`src/rtl/hazard_pkg.sv`:
```
// Shared encodings for the hazard unit: bypass selects and writeback selects.
package hazard_pkg;

   localparam logic [1:0] NONE    = 2'b00;
   localparam logic [1:0] RESULTW = 2'b01;
   localparam logic [1:0] ALUM    = 2'b10;

   localparam logic [1:0] WBMEM   = 2'b01;

endpackage

```
`src/rtl/reg_scoreboard.sv`:
```
// Per-register pending bits for long-latency (MDU) writes, plus a saturating
// count of writes still in flight.
module reg_scoreboard #(
   parameter int unsigned REG_W    = 5,
   parameter int unsigned NUM_REGS = 32,
   parameter int unsigned MAX_LONG = 2,
   parameter int unsigned OUT_W    = 2
) (
   input  logic                clk,
   input  logic                rst,
   input  logic                issue,
   input  logic [REG_W-1:0]    issueRd,
   input  logic                done,
   input  logic [REG_W-1:0]    doneRd,
   output logic [NUM_REGS-1:0] pending,
   output logic [OUT_W-1:0]    outstanding
);

   localparam logic [OUT_W-1:0] MaxOut = OUT_W'(MAX_LONG);

   logic [NUM_REGS-1:0] pendingQ, pendingD;
   logic [OUT_W-1:0]    outQ, outD;
   logic                clearHit;

   always_comb begin
      pendingD = pendingQ;
      // A completion only retires an in-flight write if the same edge does not re-issue it.
      clearHit = done && pendingQ[doneRd] && !(issue && (issueRd == doneRd));
      if (done) begin
         pendingD[doneRd] = 1'b0;
      end
      if (issue) begin
         pendingD[issueRd] = 1'b1;
      end
      pendingD[0] = 1'b0;
   end

   always_comb begin
      outD = outQ;
      if (issue && !clearHit) begin
         if (outQ != MaxOut) begin
            outD = outQ + 1'b1;
         end
      end else if (clearHit && !issue) begin
         if (outQ != '0) begin
            outD = outQ - 1'b1;
         end
      end
   end

   always_ff @(posedge clk) begin
      if (rst) begin
         pendingQ <= '0;
         outQ     <= '0;
      end else begin
         pendingQ <= pendingD;
         outQ     <= outD;
      end
   end

   assign pending     = pendingQ;
   assign outstanding = outQ;

endmodule

```
`src/rtl/hazard_unit_sb.sv`:
```
// Pipeline hazard unit: M/W bypass selection, load-use / branch / scoreboard
// stall detection, and a saturating count of stalled cycles.
module hazard_unit_sb
   import hazard_pkg::*;
#(
   parameter int unsigned REG_W    = 5,
   parameter int unsigned NUM_REGS = 32,
   parameter int unsigned MAX_LONG = 2,
   parameter int unsigned CNT_W    = 16
) (
   input  logic                clk,
   input  logic                rst,
   input  logic [REG_W-1:0]    adr1D,
   input  logic [REG_W-1:0]    adr2D,
   input  logic [REG_W-1:0]    rdD,
   input  logic                RegWriteD,
   input  logic                longD,
   input  logic                branchD,
   input  logic                jumpD,
   input  logic [REG_W-1:0]    adr1E,
   input  logic [REG_W-1:0]    adr2E,
   input  logic [REG_W-1:0]    rdE,
   input  logic [1:0]          WB_SelE,
   input  logic                RegWriteE,
   input  logic                longE,
   input  logic [REG_W-1:0]    rdM,
   input  logic [REG_W-1:0]    rdW,
   input  logic                RegWriteM,
   input  logic                RegWriteW,
   input  logic                long_done,
   input  logic [REG_W-1:0]    long_rd,
   output logic                StallF,
   output logic                StallD,
   output logic                FlushE,
   output logic [1:0]          Forward1D,
   output logic [1:0]          Forward2D,
   output logic [1:0]          Forward1E,
   output logic [1:0]          Forward2E,
   output logic [NUM_REGS-1:0] pending,
   output logic [CNT_W-1:0]    stall_cnt
);

   localparam int unsigned      OUT_W  = $clog2(MAX_LONG + 1);
   localparam logic [OUT_W-1:0] MaxOut = OUT_W'(MAX_LONG);

   logic             issue;
   logic [OUT_W-1:0] outstanding;
   logic             srcHitE, loadUse, branchHaz, jumpHaz, rawHaz, wawHaz, structHaz;
   logic             stallCond;
   logic [CNT_W-1:0] stallCntQ, stallCntD;

   function automatic logic [1:0] fwdSel(input logic [REG_W-1:0] adr,
                                         input logic [REG_W-1:0] mRd, input logic mWe,
                                         input logic [REG_W-1:0] wRd, input logic wWe);
      if (adr != '0 && adr == mRd && mWe) begin
         return ALUM;
      end else if (adr != '0 && adr == wRd && wWe) begin
         return RESULTW;
      end
      return NONE;
   endfunction

   assign issue = longE && RegWriteE && (rdE != '0);

   reg_scoreboard #(
      .REG_W   (REG_W),
      .NUM_REGS(NUM_REGS),
      .MAX_LONG(MAX_LONG),
      .OUT_W   (OUT_W)
   ) u_scoreboard (
      .clk        (clk),
      .rst        (rst),
      .issue      (issue),
      .issueRd    (rdE),
      .done       (long_done),
      .doneRd     (long_rd),
      .pending    (pending),
      .outstanding(outstanding)
   );

   // Scoreboard terms read the registered bits, so a completion frees the stall one cycle later.
   always_comb begin
      srcHitE   = ((adr1D == rdE) || (adr2D == rdE)) && (rdE != '0);
      loadUse   = srcHitE && (WB_SelE == WBMEM);
      branchHaz = (branchD || jumpD) && RegWriteE && srcHitE;
      jumpHaz   = jumpD && RegWriteE;
      rawHaz    = ((adr1D != '0) && pending[adr1D]) || ((adr2D != '0) && pending[adr2D]);
      wawHaz    = RegWriteD && pending[rdD];
      structHaz = longD && (outstanding == MaxOut);
      stallCond = loadUse || branchHaz || jumpHaz || rawHaz || wawHaz || structHaz;
   end

   always_comb begin
      StallF    = stallCond && !rst;
      StallD    = stallCond && !rst;
      FlushE    = stallCond && !rst;
      Forward1D = rst ? NONE : fwdSel(adr1D, rdM, RegWriteM, rdW, RegWriteW);
      Forward2D = rst ? NONE : fwdSel(adr2D, rdM, RegWriteM, rdW, RegWriteW);
      Forward1E = rst ? NONE : fwdSel(adr1E, rdM, RegWriteM, rdW, RegWriteW);
      Forward2E = rst ? NONE : fwdSel(adr2E, rdM, RegWriteM, rdW, RegWriteW);
   end

   always_comb begin
      stallCntD = stallCntQ;
      if (stallCond && (stallCntQ != '1)) begin
         stallCntD = stallCntQ + 1'b1;
      end
   end

   always_ff @(posedge clk) begin
      if (rst) begin
         stallCntQ <= '0;
      end else begin
         stallCntQ <= stallCntD;
      end
   end

   assign stall_cnt = stallCntQ;

endmodule

```
`config.mk`:
```
export PLATFORM = sky130hd
export DESIGN_NAME = hazard_unit_sb
export DESIGN_NICKNAME = d
export VERILOG_FILES = /design/src/rtl/hazard_pkg.sv /design/src/rtl/reg_scoreboard.sv /design/src/rtl/hazard_unit_sb.sv
export SDC_FILE = /design/constraint.sdc
export NUM_CORES = 1
export LEC_CHECK = 0
export CELL_PAD_IN_SITES_DETAIL_PLACEMENT = 0
export CELL_PAD_IN_SITES_GLOBAL_PLACEMENT = 1
export CORE_MARGIN = 4
export CORE_UTILIZATION = 37
export CTS_CLUSTER_SIZE = 16
export DETAILED_ROUTE_END_ITERATION = 7
export GPL_ROUTABILITY_DRIVEN = 1
export PLACE_DENSITY = 0.94
export SKIP_LAST_GASP = 1
export SLEW_MARGIN = 20
export SYNTH_ARGS = -nofsm -noshare
export SYNTH_HDL_FRONTEND = slang
export SYNTH_HIERARCHICAL = 1
export SYNTH_SLANG_ARGS = --single-unit
```
`constraint.sdc`:
```
create_clock -name clk -period 3.09 [get_ports clk]
set_input_delay 0.618 -clock clk [delete_from_list [all_inputs] [get_ports clk]]
set_output_delay 0.618 -clock clk [all_outputs]
set_load 0.02 [all_outputs]
```
==> results by stage <==
Clock tree:
- TritonCTS created 5 clock buffers.
- The clock drives between 40 and 50 sinks.
- The number of buffers between clock root and the deepest sink is 2.
- The H-tree generated during clock tree synthesis spans 2 levels.
- The root buffer selected by CTS is sky130_fd_sc_hd__clkbuf_16.
- The clock transition at the register clock pins on the worst setup and hold paths after CTS is 0.07 ns.
- The clock tree from TritonCTS is yes.
- The clock latency of the later-clocked register in the worst-skew pair is between 0.2 and 0.3 ns.

Detailed routing:
- After the first detailed-routing iteration, the DRC count stood at 729.
- The number of vias after detailed routing is 4701.
- The average detailed-routed wire length per instance is 18.9 µm.
- The sum of routed wire length over all layers is 15.3 mm.
- The remaining antenna violation count is 0.
- For this run, the detailed router's first-pass iteration total came to 6.
- In the routed layout, each cell is associated on average with a via count of between 5 and 6.
- The DRC violations left is 0.

STA:
- The final-report max-slew violation count is 0.
- For this run, the top clock speed supported by timing is about 320 MHz.
- The worst path setup slack after routing is ~0.01 ns.
- On the final layout, the worst clock skew is 0.00336 ns.
- Dividing the final minimum period by the clock period gives 99.7%.
- Setup total negative slack on the finished layout was measured at 0 ns.
- The minimum clock period is 3.08 ns.
- The tightest slew margin relative to the limit is 54.6%.
- Setup repair after global routing could not meet its margin everywhere.
- The total count of hold-check failures in the final report was 0.
- The measured slew at the worst slew-check pin is a little under 0.7 ns.
- The setup-violating endpoint count in the final report is 0.

Global routing:
- The first global-routing pass estimated roughly 24 mm of wire.
- The number of antenna violations at the first check in global routing is 0.
- The number of global-route vias before repair is between 4k and 5k.
- The largest net degree at the start of global routing is 66.
- For this run the aggregate overflow at the end of global routing stands at 0.
- In the global route stage, overall resource usage came out at 21.9%.

Min path:
- The worst min-delay path category is reg -> reg.
- In this run the most critical hold path is launched from stall_cnt[12].

Yosys:
- When the netlist entered floorplanning its net count stood at about 560.
- The combined area of all synthesized cells is 4330 µm².
- In this run, synthesis inferred 0 flip-flops with an integrated enable.
- The dominant cell type by area after synthesis is sky130_fd_sc_hd__dfxtp_1.
- In the synthesized netlist, the number of instances is 498.
- Summing the sequential cell areas from Yosys gives 22.6% of the chip area.
- After synthesis, the mean cell area works out to 8.70 µm².
- After synthesis the netlist holds a flip-flop and latch count of 49.
- For this run, asynchronously set or reset flops after synthesis account for 0%.
- The primary flip-flop cell chosen by synthesis mapping is sky130_fd_sc_hd__dfxtp_1.
- The number of distinct library cell variants in the gate-level netlist after synthesis is 60.
- Of the post-synthesis cell area, the dominant cell type holds 22.6%.
- By area the synthesized netlist is led by sky130_fd_sc_hd__dfxtp_1 23%, sky130_fd_sc_hd__xnor2_1 9.3%, sky130_fd_sc_hd__mux4_2 8.8%.
- The number of warnings issued by yosys is 6.

Flow run:
- The count of maximum capacitance violations is 0.

Floorplan:
- The core region is 11400 µm².
- The die extent in x is 116 µm.
- The chip height is around 120 µm.
- After floorplanning, the core was divided into 39 placement rows.
- The die covers 13500 µm².
- For this configuration, the core starts out at a cell density of ~38%.
- In this run the count of I/O pins placed on the die edge is about 120.

Finish:
- The number of fillers in the final layout is between 1k and 1.5k.
- The most frequent standard cell in the layout excluding fill and tap cells is sky130_fd_sc_hd__clkdlybuf4s50_1.
- The count of nets after finishing is ~720.
- The diode insertion count for antenna repair is 0.
- In the final layout, the share of cells above drive strength 1 is 24.0%.
- In the layout the commonest cells are 89 x sky130_fd_sc_hd__clkdlybuf4s50_1, 81 x sky130_fd_sc_hd__buf_4, 49 x sky130_fd_sc_hd__nand2_1, 49 x sky130_fd_sc_hd__dfxtp_1, 46 x sky130_fd_sc_hd__xnor2_1.
- Measured on the finished design, the core utilization comes to between 50% and 60%.
- The area growth from synthesis to layout is 45.1%.
- Leaving out filler cells and counting taps, the final layout contains 805.

Setup path:
- The critical path starts at rdD[1].
- The worst setup path endpoint is StallF.
- Of all nets on the critical path, the largest fanout is 7.
- The critical path class is in -> out.
- In this run the critical register-to-register path is launched from u_scoreboard/pending[5].
- The worst endpoint data arrival time is around 2.5 ns.
- The worst reg-to-reg setup slack is 0.62 ns.
- The sort of element at the start of the critical path is a primary input.
- The endpoint identified for the worst register-to-register timing path is u_scoreboard/outstanding[1].
- For the worst flop-to-flop path, the logic depth is 10.
- The worst path required time is ~2.5 ns.
- The worst setup path is captured at a primary output.

Place:
- The number of placed instances with taps included is 793.
- In this run the tool buffered the top-level ports with 115 buffer cells.
- At the placement stage, the worst setup path has a slack of -0.725 ns.
- The half-perimeter wire length of the detailed placement result is 11.4 mm.
- Routability-driven placement finished with a final weighted congestion of 1.02.

Power:
- The internal power of the cells totals 1.27 mW.
- The relative contribution of sequential cells to total power is a little under two fifths.
- For this design the ratio of total power to cell area is 282 nW/µm².
- The clock network burns 35.6% of the power.
- The net switching power is a little under 0.5 mW.
- The share of power burned in combinational logic is 27.6%.
- The static leakage power is approximately 2.3 nW.
- The worst-case IR drop observed on VDD is around 220 µV.
- Overall power consumption after layout is estimated at about 1.8 mW.
- The net switching share of the total power is between 20% and 30%.

Status:
- The flow ran to the end, and the final reports show no timing, DRC or antenna violations.
## critical path: stages
cell and delay, ns:
sky130_fd_sc_hd__dlygate4sd2_1 0.24, sky130_fd_sc_hd__buf_12 0.13, sky130_fd_sc_hd__mux4_2 0.50, sky130_fd_sc_hd__a22oi_2 0.16, sky130_fd_sc_hd__a311oi_1 0.10, sky130_fd_sc_hd__a31oi_1 0.21, sky130_fd_sc_hd__and4_4 0.28, sky130_fd_sc_hd__nor2_4 0.05
sky130_fd_sc_hd__buf_6 0.16
## power by group through the flow
| stage | sequential [mW] | combinational, mW | clock (mW) |
|---|---|---|---|
| after floorplan | 0.671 | 0.250 | 0 |
| after global placement | 0.665 | 0.457 | 0 |
| after detailed placement | 0.666 | 0.469 | 0 |
| after CTS | 0.651 | 0.475 | 0.638 |
| after global routing | 0.652 | 0.522 | 0.667 |
| final | 0.652 | 0.488 | 0.631 |
## metrics by stage
stage / hold slack [ns] / area [µm²]
finish: 0.486 / 6290
global route: 0.513 / 6290
CTS: 0.483 / 6230
detailed placement: 0.473 / 6010
global placement: 0.466 / 6010
floorplan: 0.490 / 4340
## layer usage
metal	up-vias	track usage [%]	share of wire, %
met5	-	0	0
met1	2258	28.0	39
li1	2152	-	-
met3	30	3.73	9.0
met4	0	4.18	1.5
met2	261	39.2	51
## cell type report
cell class                      instances  area, µm²  share of cell area (%)
Inverter                                3       11.3                   0.179
Sequential cell                        49        981                    15.6
Timing Repair Buffer                  200       1770                    28.1
Clock inverter                          2       38.8                   0.617
Multi-Input combinational cell        403       3180                    50.6
Tap cell                              143        179                    2.85
Clock buffer                            5        125                    1.99
## how the worst min path moves through the flow
stage               cells after the start                           to
CTS                                     2                stall_cnt[12]
detailed placement                      2                stall_cnt[12]
global placement                        2                stall_cnt[12]
floorplan                               2  u_scoreboard/outstanding[1]
finish                                  2                stall_cnt[12]
global route                            2                stall_cnt[12]
## cells by family (layout without fill, tap and decap cells)
kind of cell,count (synthesis),in the layout,synth area share (%)
AND/OR/NAND/NOR,190,190,24.3
AO/OA/AOI/OAI,96,96,12.3
multiplexers,58,58,22.3
XOR/XNOR,56,56,11.3
flip-flops,49,49,22.6
buffers and inverters,46,210,6.44
adder cells (fa/ha/maj),2,2,0.577
other,1,1,0.0865
## what timing repair did
item	4_1_cts	5_1_grt
gates resized for setup	52	33
buffers inserted	5	0
pin swaps	4	3
hold buffers	0	0
endpoints found under the setup margin	21	16
cloned	0	0
## sequential cells by signal, indices dropped and copies added (netlist names)
| name | count |
|---|---|
| u_scoreboard/pending | 31 |
| stall_cnt | 16 |
| u_scoreboard/outstanding | 2 |
## cell usage after synthesis, drive strengths merged, types with 4 or more instances
| cell | instances |
|---|---|
| mux2 | 11 |
| nor2 | 28 |
| xnor2 | 46 |
| nor3 | 5 |
| xor2 | 10 |
| clkbuf | 20 |
| nand2 | 49 |
| mux2i | 21 |
| a21oi | 37 |
| and3 | 5 |
| or3 | 4 |
| nand4 | 11 |
| buf | 22 |
| nor4b | 6 |
| or4 | 4 |
| dfxtp | 49 |
| nor2b | 18 |
| nand3b | 8 |
| or3b | 4 |
| o21ai | 40 |
| nor4 | 14 |
| mux4 | 26 |
| nand2b | 6 |
| nand3 | 13 |
| nor3b | 7 |
No activity file was read; power rests on OpenSTA's default activity.
